<file path="config.mk">
export PLATFORM = sky130hd
export DESIGN_NAME = instr_fetch
export DESIGN_NICKNAME = d
export VERILOG_FILES = /design/src/rtl/instr_fetch.sv
export SDC_FILE = /design/constraint.sdc
export NUM_CORES = 1
export LEC_CHECK = 0
export BUFFER_PORTS_ARGS = -buffer_cell sky130_fd_sc_hd__buf_2
export CAP_MARGIN = 0
export CORE_MARGIN = 10
export CORE_UTILIZATION = 45
export DETAILED_ROUTE_END_ITERATION = 8
export GPL_ROUTABILITY_DRIVEN = 0
export PLACE_DENSITY = 0.71
export SKIP_LAST_GASP = 1
export SLEW_MARGIN = 10
export SYNTH_ARGS = -nofsm -noshare
export SYNTH_HDL_FRONTEND = slang
export SYNTH_SLANG_ARGS = --single-unit
</file>
<file path="constraint.sdc">
create_clock -name clk -period 4.6 [get_ports clk]
set_input_delay 0.46 -clock clk [delete_from_list [all_inputs] [get_ports clk]]
set_output_delay 0.46 -clock clk [all_outputs]
set_load 0.01 [all_outputs]
</file>
<file path="src/rtl/instr_fetch.sv">
// Instruction fetch: holds the fetch PC, issues one imem read at a time and buffers the returned word.
// Define FETCH_MISALIGN_EN to halt on a misaligned redirect target.
module instr_fetch #(
   parameter logic [31:0] RESET_PC = 32'h0000_0000
) (
   input  logic        clk,
   input  logic        rst,
   input  logic        redirect,
   input  logic [31:0] redirect_pc,
   output logic        imem_req_valid,
   output logic [31:0] imem_req_addr,
   input  logic        imem_req_ready,
   input  logic        imem_rsp_valid,
   input  logic [31:0] imem_rsp_data,
   output logic        inst_valid,
   output logic [31:0] inst_data,
   output logic [31:0] inst_pc,
   input  logic        inst_ready,
   output logic        misalign
);

`ifdef FETCH_MISALIGN_EN
   typedef enum logic [1:0] {REQ, WAIT, HALT} state_e;
`else
   typedef enum logic {REQ, WAIT} state_e;
`endif

   state_e      state_q, state_d;
   logic [31:0] fetch_pc_q, fetch_pc_d;
   logic [31:0] req_pc_q, req_pc_d;
   logic        discard_q, discard_d;
   logic        buf_v_q, buf_v_d;
   logic [31:0] buf_data_q, buf_data_d;
   logic [31:0] buf_pc_q, buf_pc_d;
   logic        req_v;
   logic        accept;
   logic        halted;

`ifdef FETCH_MISALIGN_EN
   logic        mis_q, mis_d;
   logic        bad_tgt;

   assign halted   = (state_q == HALT);
   assign bad_tgt  = (redirect_pc[1:0] != 2'b00);
   assign misalign = mis_q;
`else
   logic        unused_lsb;

   assign halted     = 1'b0;
   assign unused_lsb = ^redirect_pc[1:0];
   assign misalign   = 1'b0;
`endif

   assign req_v          = (state_q == REQ) & (~buf_v_q | inst_ready);
   assign accept         = req_v & imem_req_ready;
   assign imem_req_valid = req_v & ~rst;
   assign imem_req_addr  = fetch_pc_q;
   assign inst_valid     = buf_v_q;
   assign inst_data      = buf_data_q;
   assign inst_pc        = buf_pc_q;

   always_comb begin
      state_d    = state_q;
      fetch_pc_d = fetch_pc_q;
      req_pc_d   = req_pc_q;
      discard_d  = discard_q;
      buf_v_d    = buf_v_q;
      buf_data_d = buf_data_q;
      buf_pc_d   = buf_pc_q;
`ifdef FETCH_MISALIGN_EN
      mis_d      = mis_q;
`endif
      if (redirect & ~halted) begin
         buf_v_d = 1'b0;
         // a squashed request still owes us a response; drain it
         if (accept) begin
            state_d   = WAIT;
            discard_d = 1'b1;
         end else if ((state_q == WAIT) & ~imem_rsp_valid) begin
            discard_d = 1'b1;
         end else begin
            state_d   = REQ;
            discard_d = 1'b0;
         end
`ifdef FETCH_MISALIGN_EN
         if (bad_tgt) begin
            mis_d   = 1'b1;
            state_d = HALT;
         end else begin
            fetch_pc_d = redirect_pc;
         end
`else
         fetch_pc_d = {redirect_pc[31:2], 2'b00};
`endif
      end else begin
         if (buf_v_q & inst_ready) buf_v_d = 1'b0;
         unique case (state_q)
            REQ: begin
               if (accept) begin
                  req_pc_d   = fetch_pc_q;
                  fetch_pc_d = fetch_pc_q + 32'd4;
                  state_d    = WAIT;
               end
            end
            WAIT: begin
               if (imem_rsp_valid) begin
                  state_d   = REQ;
                  discard_d = 1'b0;
                  if (~discard_q) begin
                     buf_v_d    = 1'b1;
                     buf_data_d = imem_rsp_data;
                     buf_pc_d   = req_pc_q;
                  end
               end
            end
`ifdef FETCH_MISALIGN_EN
            HALT: begin
               if (imem_rsp_valid) discard_d = 1'b0;
            end
`endif
         endcase
      end
   end

   always_ff @(posedge clk) begin
      if (rst) begin
         state_q    <= REQ;
         fetch_pc_q <= RESET_PC;
         req_pc_q   <= 32'd0;
         discard_q  <= 1'b0;
         buf_v_q    <= 1'b0;
         buf_data_q <= 32'd0;
         buf_pc_q   <= 32'd0;
`ifdef FETCH_MISALIGN_EN
         mis_q      <= 1'b0;
`endif
      end else begin
         state_q    <= state_d;
         fetch_pc_q <= fetch_pc_d;
         req_pc_q   <= req_pc_d;
         discard_q  <= discard_d;
         buf_v_q    <= buf_v_d;
         buf_data_q <= buf_data_d;
         buf_pc_q   <= buf_pc_d;
`ifdef FETCH_MISALIGN_EN
         mis_q      <= mis_d;
`endif
      end
   end

endmodule
</file>
# [After elaboration in Yosys (flattened, before gate mapping)]
# Cells that the tools add are included.
[totals] register_bits=131 latchBits=0 ram_bits=0 mem_bits_ro=0 in_bits=70 out_inout_bits=99 elab_cells=50 memories=0
[classes] addsub=1 mul=0 div_mod_pow=0 order_cmp=0 n_eq_ne=2 shift=0 mux=18 bitwise_logic=12 reduce_logical=9
[ops] op="2-to-1 mux 32 bit" n=3
[ops] op="adder 32 x 3 -> 32 bit (second input constant)" n=1
[ops] op="2-to-1 mux 1 bit" n=14
[ops] op="NOT 1 bit" n=6
[ops] op="AND reduction 2 bit" n=3
[ops] op="nonzero test 2 bit" n=3
[ops] op="AND 1 bit" n=5
[ops] op="AND reduction 4 bit" n=1
[ops] op="inequality test 3 bit (second input constant)" n=1
[ops] op="AND reduction 3 bit" n=1
[ops] op="inequality test 2 bit (second input constant)" n=1
[ops] op="one-hot mux 1 bit (2 select lines)" n=1
[ops] op="OR reduction 2 bit" n=1
[ops] op="OR 1 bit" n=1

# [Depth between registers and ports, before layout]
# Gate-level depths: netlist of the first run.
[logic_depth] ltp_word=7 ltp_mapped=6 ltp_nobuf=5

# [Least setup slack after synthesis of the first run]
# OpenSTA, ideal clock, no wires.
[synth_path] path_type="register to register" start="register fetch_pc_q[11] (netlist: imem_req_addr[11])" end="register fetch_pc_q[18] (netlist: imem_req_addr[18])" setup_ps=91 arrival_time_ps=1850 t_required_ps=4509 path_slack_ps=2659 path_stages_with_launch=6 path_cell_list="dfxtp_1 buf_4 nand4_2 or4_4 or4_1 a311oi_1"
[synth_via] elab_chain_cells=4
[synth_rtl] element="start, declared" line="29" source="logic [31:0] fetch_pc_q, fetch_pc_d;"
[synth_rtl] element="start signal, assigned" line="139" source="fetch_pc_q <= fetch_pc_d;"
[synth_rtl] element="adder 32 x 3 -> 32 bit" line="101" source="fetch_pc_d = fetch_pc_q + 32'd4;"
[synth_rtl] element="2-to-1 mux 32 bit" line="99" source="if (accept) begin"
[synth_rtl] element="2-to-1 mux 32 bit" line="97" source="unique case (state_q)"
[synth_rtl] element="2-to-1 mux 32 bit" line="73" source="if (redirect & ~halted) begin"
# Every way passes these cells. The select of a mux whose other input is x is not followed.
# A chain may end at the register's enable or synchronous reset.

# [Worst setup path after layout of the first run]
[layout_path] start="register state_q" end="register fetch_pc_q[21] (netlist: imem_req_addr[21])"
[layout_via] elab_chain_cells=5 elab_cells_between_ends=6 cone_classes="eq/ne: 1; bitwise: 3; reduce/logical: 2"
[layout_rtl] element="start, declared" line="28" source="state_e state_q, state_d;"
[layout_rtl] element="start signal, assigned" line="138" source="state_q <= state_d;"
[layout_rtl] element="NOT 1 bit"
[layout_rtl] element="AND 1 bit" line="54" source="assign req_v = (state_q == REQ) & (~buf_v_q | inst_ready);"
[layout_rtl] element="AND 1 bit" line="55" source="assign accept = req_v & imem_req_ready;"
[layout_rtl] element="nonzero test 2 bit (no line)"
[layout_rtl] element="AND reduction 2 bit (no line) *"
# Every way passes the cells marked *; elsewhere a longest branch is shown, timed or not.

==> impl_metrics.json, run 1 <==
{
  "worstSetupStartpointType": "register",
  "vias": 5345,
  "path_depth": 4,
  "crit_path_max_fanout": 37,
  "p_comb_share_pct": 7.3,
  "synthFlopType": "dfxtp_1",
  "cpPeakStageDelay_ns": 0.72,
  "hp-class": "input pin to register",
  "grt_max_degree": 95,
  "power_density_nw_per_um2": 415,
  "final_cell_area_um2": 6760,
  "slew_headroom_pct": 22.6,
  "synth_area_per_cell_um2": 7.84,
  "wl_um": 16300,
  "path_cells": "nor2b_1 > nand2_1 > o41a_1 > a2111oi_0",
  "cts_buffers": 17,
  "critPathTopFamily": "simple AND/OR/NAND/NOR gates",
  "cts_tree": "yes",
  "layout-drive-gt1-share_pct": 25.2,
  "crit_path_start": "state_q$_SDFFE_PP0P_",
  "netlist_instances": 678,
  "finalHoldViolCount": 0,
  "cp.required_ns": 4.88,
  "ctsHoldBuffers": 0,
  "ir_drop_v": 0.000222,
  "status": "complete, no violations",
  "nets": 880,
  "antenna_found_initial": 0,
  "p_int_uw": 2140,
  "syn_area_um2": 5320,
  "cts-root-buf": "clkbuf_16",
  "drtPass1Iterations": 4,
  "cts_resized": 0,
  "io_buffers": 161,
  "clock_latency_ns": 0.41,
  "critPathSlowestCell": "nand2_1",
  "grt_pass1_vias": 5083,
  "synth.distinct_cells": 50,
  "grt_overflow": 0,
  "fmax_mhz": 386,
  "hold_start": "imem_rsp_data[13]",
  "synth_top_family_by_area": "simple AND/OR/NAND/NOR gates",
  "ys_warn_count": 0,
  "pin_count": 169,
  "seqPwrFrac_pct": 41.6,
  "core_um2": 11500,
  "synth-compound-area-share_pct": 19.9,
  "grtUsageTotal_pct": 18.7,
  "dp_hpwl_um": 11400,
  "met2_wirelength_um": 7810,
  "top_layer": "met4",
  "fillerInstances": 1059,
  "power_switching_uw": 669,
  "route.met3.wl_um": 1360,
  "wl_per_cell_um": 16.9,
  "ys_async_sr_fraction_pct": 0,
  "cts_setup_buffers": 0,
  "min_path_cells": 3,
  "final_cells": 965,
  "period_needed_ns": 2.59,
  "start_util_pct": 46.2,
  "avgViaCountPerCell": 5.54,
  "cts_sinks": 125,
  "crit_buf_inv": 0,
  "synth-simple-area-share_pct": 26.3,
  "h-tree-depth": 4,
  "leakage_uw": 0.00265,
  "die_h_um": 129,
  "cts.path.max_buffers": 2,
  "setup_viol": 0,
  "ant_nets": 0,
  "drc": 0,
  "wl_met1_um": 6980,
  "core.rowCount": 39,
  "arrival_ns": 2.87,
  "yosys-top-cells-area": "dfxtp_1 47%, nand2_1 12%, a21oi_1 9.0%",
  "synth_edf_count": 0,
  "p_clk_share_pct": 51.2,
  "path_clk_slew_ns": 0.06,
  "power_uw": 2810,
  "slew_violations": 0,
  "placed_cell_area_um2": 6120,
  "synth_fa_ha_area_share_pct": 0.235,
  "fin_crit_sh_pct": 56.3,
  "worstMarginPinSlew_ns": 1.16,
  "synth_common_cells": "171 x nand2_1, 125 x dfxtp_1, 96 x a21oi_1",
  "critPathKind": "register to register",
  "synth_xor_area_share_pct": 1.32,
  "synth_mux_area_share_pct": 0,
  "dp.cells": 933,
  "rsz0062_at_grt": "no",
  "die_w_um": 129,
  "maxCapViolations": 0,
  "grt_pass1_wl_um": 25500,
  "synth-seq-area-share_pct": 47.0,
  "r2r_cells": 4,
  "syn_to_final_growth_pct": 27.1,
  "insertedDiodeCount": 0,
  "drt_iter0_drc": 551,
  "fin_skew_ns": 0.00621,
  "die-area_um2": 16600,
  "timing.rr.start": "state_q$_SDFFE_PP0P_",
  "cp-end-kind": "register",
  "synth_top_area_cell": "dfxtp_1",
  "switching_share_pct": 23.8,
  "ys_seq_elements": 125,
  "yosysMostFrequentCell": "nand2_1",
  "netlist.area_leader.share_pct": 47.0,
  "fin_tns_setup_ns": 0
}
cells in the final DEF, fill, tap and decap left out, types with 8 or more instances in the layout:
| master | instances |
|---|---|
| a211oi_1 | 10 |
| a21oi_1 | 96 |
| a311oi_1 | 12 |
| buf_2 | 160 |
| clkbuf_16 | 17 |
| dfxtp_1 | 125 |
| nand2_1 | 171 |
| nand3_1 | 12 |
| nand4_1 | 13 |
| nor2_1 | 29 |
| nor3_1 | 10 |
| nor4_1 | 13 |
| o21ai_0 | 33 |
| o31ai_1 | 9 |
| or3_1 | 8 |
| or4_1 | 8 |
state kept, by name, summed over array words and instances (netlist names):
name,cells
inst_valid,1
imem_req_addr,30
inst_data,32
inst_pc,30
state_q,1
discard_q,1
req_pc_q,30
stage by stage:
stage / utilization [%] / setup slack [ns] / hold slack [ns]
final: 58.7 / 2.01 / 0.277
after global routing: 58.7 / 1.84 / 0.276
after CTS: 58.7 / 2.04 / 0.267
after detailed placement: 53.2 / 1.84 / 0.443
after global placement: 53.2 / 1.93 / 0.439
after floorplan: - / 2.66 / 0.428
path summary, 6_finish.rpt:
check                                                      end  slack (ns)
worst max-delay path            imem_req_addr[21]$_SDFFE_PP0P_        2.01
worst min-delay path                inst_data[13]$_SDFFE_PP0P_        0.28
worst max register to register  imem_req_addr[21]$_SDFFE_PP0P_        2.01
worst min register to register         inst_pc[9]$_SDFFE_PP0P_        0.45
worst register-to-register path, cell delays in order (launching register included):
cell,delay (ns)
dfxtp_1,0.37
nor2b_1,0.38
nand2_1,0.72
o41a_1,0.64
a2111oi_0,0.36
final cells by class:
class	instances	area (um2)	area share [%]
Clock buffer	20	457	6.75
Inverter	6	22.5	0.333
Multi-Input combinational cell	493	2570	38.0
Tap cell	143	179	2.65
Sequential cell	125	2500	37.0
Clock inverter	12	184	2.72
Timing Repair Buffer	166	846	12.5
per-layer routing:
metal	vias up	global-route usage [%]
met5	-	0
met2	199	30.1
met1	2492	23.1
li1	2643	-
met3	11	6.49
met4	0	5.82
kinds of logic (layout without fill, tap and decap cells):
family / Yosys count / after routing
fa+ha+maj: 1 / 1
xor+xnor: 8 / 8
flops: 125 / 125
compound gates: 179 / 179
simple gates: 300 / 300
other cells: 1 / 5
buf+inv: 64 / 204
power groups by stage:
| stage | Combinational, uW | Clock [uW] | Sequential (uW) |
|---|---|---|---|
| floorplan | 116 | 0 | 1180 |
| global placement | 199 | 0 | 1190 |
| detailed placement | 203 | 0 | 1190 |
| CTS | 204 | 1450 | 1160 |
| global route | 226 | 1500 | 1170 |
| finish | 204 | 1440 | 1170 |
Power figures use the tool's default switching activity.
==> run 2, diff against run 1 <==
Clock period 4.6 ns to 2.7 ns, I/O delays scaled along.
==> run 2 against run 1 <==
  * Via count rose by 3.2%
  * Flip-flop and latch count is the same
  * Non-clock buffer count rose by 13
  * Largest power group unchanged
  * Core utilization is 1.1 points higher
  * Final area increased by 1.8%
==> impl_metrics.json, run 2 (synthesis results as in run 1) <==
{
  "start_util_pct": 46.2,
  "dp_hpwl_um": 11900,
  "crit_path_start": "imem_req_addr[20]$_SDFFE_PP0P_",
  "io_buffers": 161,
  "rsz0062_at_grt": "no",
  "ant_nets": 0,
  "cts.path.max_buffers": 2,
  "grtUsageTotal_pct": 19.1,
  "fin_tns_setup_ns": 0,
  "rrSetupSlack_ns": 0.39,
  "cts_tree": "yes",
  "dp_slack_ns": 0.164,
  "antenna_found_initial": 0,
  "syn_to_final_growth_pct": 29.4,
  "cp.required_ns": 2.99,
  "power_density_nw_per_um2": 691,
  "slew_violations": 0,
  "ir_drop_v": 0.000335,
  "power_uw": 4760,
  "cts-root-buf": "clkbuf_16",
  "drtPass1Iterations": 5,
  "cp-end-kind": "register",
  "insertedDiodeCount": 0,
  "core_um2": 11500,
  "die-area_um2": 16600,
  "critPathKind": "register to register",
  "worstSetupStartpointType": "register",
  "hp-class": "input pin to register",
  "rr_endpoint": "imem_req_addr[28]$_SDFFE_PP0P_",
  "fin_skew_ns": 0.00766,
  "fillerInstances": 1065,
  "final_cells": 978,
  "cts_resized": 0,
  "die_w_um": 129,
  "largest_reg_flops": 32,
  "vias": 5518,
  "clock_latency_ns": 0.41,
  "setup_viol": 0,
  "worst_slack_ns": 0.386,
  "finalHoldViolCount": 0,
  "pin_count": 169,
  "wl_um": 16600,
  "fin_crit_sh_pct": 85.7,
  "r2r_cells": 4,
  "timing.rr.start": "imem_req_addr[20]$_SDFFE_PP0P_",
  "arrival_ns": 2.61,
  "wl_per_cell_um": 17.0,
  "layout_commonest_cell": "nand2_1",
  "die_h_um": 129,
  "crit_path_end": "imem_req_addr[28]$_SDFFE_PP0P_",
  "grt_overflow": 0,
  "dp.cells": 941,
  "status": "complete, no violations",
  "avgViaCountPerCell": 5.64,
  "nets": 893,
  "h-tree-depth": 4,
  "grt_pass1_vias": 5105,
  "period_needed_ns": 2.31,
  "path_clk_slew_ns": 0.06,
  "grt_pass1_wl_um": 25800,
  "final_cell_mix": "171 x nand2_1, 160 x buf_2, 125 x dfxtp_1",
  "fmax_mhz": 432,
  "slew_headroom_pct": 35.4,
  "crit_path_max_fanout": 9,
  "worstMarginPinSlew_ns": 0.969,
  "core.rowCount": 39,
  "cts_buffers": 17,
  "cts_sinks": 125,
  "grt_max_degree": 93,
  "layout-drive-gt1-share_pct": 26.3,
  "leakage_uw": 0.00273,
  "drt_iter0_drc": 397,
  "maxCapViolations": 0,
  "drc": 0
}
[run 2: layout make-up]
cell class / count / area (um2) / area share, %
Clock buffer: 24 / 512 / 7.44
Clock inverter: 8 / 128 / 1.85
Inverter: 6 / 22.5 / 0.327
Multi-Input combinational cell: 493 / 2570 / 37.4
Sequential cell: 125 / 2500 / 36.4
Tap cell: 143 / 179 / 2.60
Timing Repair Buffer: 179 / 968 / 14.1
[run 2: repair_timing]
action / in CTS / in global routing
endpoints found under the setup margin: 0 / 4
hold buffers: 0 / 0
setup buffers: 0 / 5
[run 2: worst min-delay path by stage]
stage,start,endpoint,slack (ns),cells past startpoint
after floorplan,imem_rsp_data[0],inst_data[0]$_SDFFE_PP0P_,0.41,2
after global placement,req_pc_q[23]$_SDFFE_PP0P_,inst_pc[23]$_SDFFE_PP0P_,0.44,2
after detailed placement,inst_data[0]$_SDFFE_PP0P_,inst_data[0]$_SDFFE_PP0P_,0.44,2
after CTS,imem_rsp_data[27],inst_data[27]$_SDFFE_PP0P_,0.08,3
after global routing,imem_rsp_data[7],inst_data[7]$_SDFFE_PP0P_,0.1,3
final,imem_rsp_data[0],inst_data[0]$_SDFFE_PP0P_,0.09,3
[run 2: metal layers]
metal | vias up | share of wire (%) | global-route usage (%)
met4 | 0 | 1.2 | 6.69
met1 | 2605 | 42 | 23.3
met3 | 22 | 8.9 | 6.49
met2 | 228 | 48 | 30.9
li1 | 2663 | - | -
met5 | - | 0 | 0
[run 2: worst max-delay path, cell delays in order (launching register included)]
cell and delay [ns]:
dfxtp_1 0.54, nand4_1 0.44, nor4_1 0.72, a21oi_1 0.14
or3_1 0.35
[run 2: metrics by stage]
| stage | hold slack, ns | instance area [um2] | util [%] |
|---|---|---|---|
| final | 0.0948 | 6880 | 59.8 |
| after global placement | 0.438 | 6210 | 53.9 |
| after detailed placement | 0.444 | 6210 | 53.9 |
| after global routing | 0.0962 | 6880 | 59.8 |
| after CTS | 0.0831 | 6850 | 59.4 |
| after floorplan | 0.406 | 5330 | - |
[run 2: power breakdown]
group	leakage, uW	internal [uW]	switching, uW
Combinational	0.00140	145	220
Sequential	0.00102	1910	78.5
Clock	0.000309	1600	806
==> run 3, diff against run 2 <==
Settings changed: CELL_PAD_IN_SITES_DETAIL_PLACEMENT from default to 1, CELL_PAD_IN_SITES_GLOBAL_PLACEMENT from default to 1, CORE_UTILIZATION 45 to 36, PLACE_DENSITY 0.71 to 0.78.
==> run 3 against run 2 <==
  * Final area shrank 0.67%
  * Clock power down 2%
  * Via count decreased by 1.1%
  * Sequential power hardly changed
  * Total power fell by 0.81%
  * Critical path type unchanged
  * Wire length rose by 16%
  * Combinational power grew 1%
  * Setup slack got worse by 0.090 ns
  * Flip-flop and latch count is the same
  * Core utilization decreased by 13 points
  * Highest routed layer unchanged
==> impl_metrics.json, run 3 (synthesis results as in run 1) <==
{
  "cts_sinks": 125,
  "rsz0062_at_grt": "no",
  "vias": 5460,
  "slew_headroom_pct": 22.0,
  "start_util_pct": 36.7,
  "maxCapViolations": 0,
  "multi_input_area_um2": 2570,
  "cts_buffers": 17,
  "largest_reg_flops": 32,
  "placed_cell_area_um2": 6220,
  "period_needed_ns": 2.40,
  "ctsHoldBuffers": 0,
  "fin_tns_setup_ns": 0,
  "arrival_ns": 2.69,
  "cpPeakStageDelay_ns": 0.61,
  "hp-class": "input pin to register",
  "cp-end-kind": "register",
  "insertedDiodeCount": 0,
  "cts_setup_buffers": 0,
  "worstMarginPinSlew_ns": 1.16,
  "wl_um": 19200,
  "layout-drive-gt1-share_pct": 25.7,
  "finalHoldViolCount": 0,
  "ir_drop_v": 0.000509,
  "clock_latency_ns": 0.42,
  "fmax_mhz": 416,
  "leakage_uw": 0.00268,
  "syn_to_final_growth_pct": 28.5,
  "seq_area_um2": 2500,
  "core_um2": 14500,
  "die_w_um": 142,
  "critPathSlowestCell": "nor4_1",
  "h-tree-depth": 4,
  "cts_resized": 0,
  "nets": 887,
  "grt_pass1_vias": 5726,
  "wl_per_cell_um": 19.0,
  "power_uw": 4720,
  "grt_overflow": 0,
  "final_cell_area_um2": 6840,
  "pin_count": 169,
  "io_buffers": 161,
  "drtPass1Iterations": 5,
  "dp_hpwl_um": 13700,
  "cts-root-buf": "clkbuf_16",
  "grt_max_degree": 83,
  "drc": 0,
  "cp.required_ns": 2.99,
  "core.rowCount": 44,
  "die_h_um": 142,
  "fin_skew_ns": 0.00939,
  "path_cells": "ha_1 > nand4_1 > buf_4 > nor4_1 > a311oi_1 > a2111oi_0",
  "layout_commonest_cell": "nand2_1",
  "r2r_cells": 6,
  "grtUsageTotal_pct": 18.7,
  "drt_iter0_drc": 374,
  "min_path_cells": 3,
  "status": "complete, no violations",
  "fin_crit_sh_pct": 89.0,
  "die-area_um2": 20000,
  "setup_viol": 0,
  "antenna_found_initial": 0,
  "final_cell_mix": "171 x nand2_1, 160 x buf_2, 125 x dfxtp_1",
  "grt_pass1_wl_um": 30600,
  "ant_nets": 0,
  "slew_violations": 0,
  "path_clk_slew_ns": 0.06,
  "power_density_nw_per_um2": 690,
  "avgViaCountPerCell": 5.39,
  "crit_path_max_fanout": 14,
  "cts_tree": "yes",
  "critPathKind": "register to register",
  "worstSetupStartpointType": "register",
  "fillerInstances": 1789,
  "cts.path.max_buffers": 2
}
-- run 3: cell count changes in the layout (fill, tap and decap cells not counted) --
cell      change
buf_12        -2
buf_4         -4
inv_6         -1
clkbuf_8      -3
clkinv_4      +1
clkinv_2      +2
clkbuf_1      +1
-- run 3: report_power, final --
part / switching, uW / internal (uW) / total, uW
clock network: 836 / 1520 / 2360
registers: 86.1 / 1910 / 1990
logic: 229 / 141 / 370
-- run 3: cell type report --
| cell class | instances | share of cell area [%] |
|---|---|---|
| well taps | 184 | 3.37 |
| clock inverters | 10 | 2.01 |
| clock buffers | 22 | 6.94 |
| multi-input cells | 493 | 37.6 |
| repair buffers | 173 | 13.1 |
| inverters | 6 | 0.329 |
| flip-flops and latches | 125 | 36.6 |
-- run 3: worst paths after layout --
check | startpoint | to | slack (ns)
max reg2reg | imem_req_addr[2]$_SDFFE_PP0P_ | imem_req_addr[12]$_SDFFE_PP0P_ | 0.30
min reg2reg | req_pc_q[23]$_SDFFE_PP0P_ | inst_pc[23]$_SDFFE_PP0P_ | 0.45
max | imem_req_addr[2]$_SDFFE_PP0P_ | imem_req_addr[12]$_SDFFE_PP0P_ | 0.30
min | imem_rsp_data[23] | inst_data[23]$_SDFFE_PP0P_ | 0.09
-- run 3: metrics by stage --
step	util, %	hold slack [ns]	setup slack [ns]	instances
CTS	47.2	0.0810	0.343	1013
floorplan	-	0.406	0.759	682
global placement	43.0	0.438	0.503	981
detailed placement	43.0	0.443	0.376	981
global route	47.2	0.0919	0.118	1013
finish	47.2	0.0930	0.296	1013
-- run 3: metal layers --
metal / GRT usage [%] / up-vias / routed length, um
met1: 22.4 / 2593 / 8220
li1: - / 2655 / -
met4: 8.02 / 0 / 448
met5: 0 / - / 0
met3: 5.37 / 29 / 1360
met2: 30.4 / 183 / 9180
-- run 3: critical path: cells and delay by family, from the launching register on --
| kind | cells | cell delay, ns |
|---|---|---|
| compound gates | 2 | 0.58 |
| flops | 1 | 0.49 |
| simple gates | 2 | 0.72 |
| fa+ha+maj | 1 | 0.27 |
| buf+inv | 1 | 0.21 |
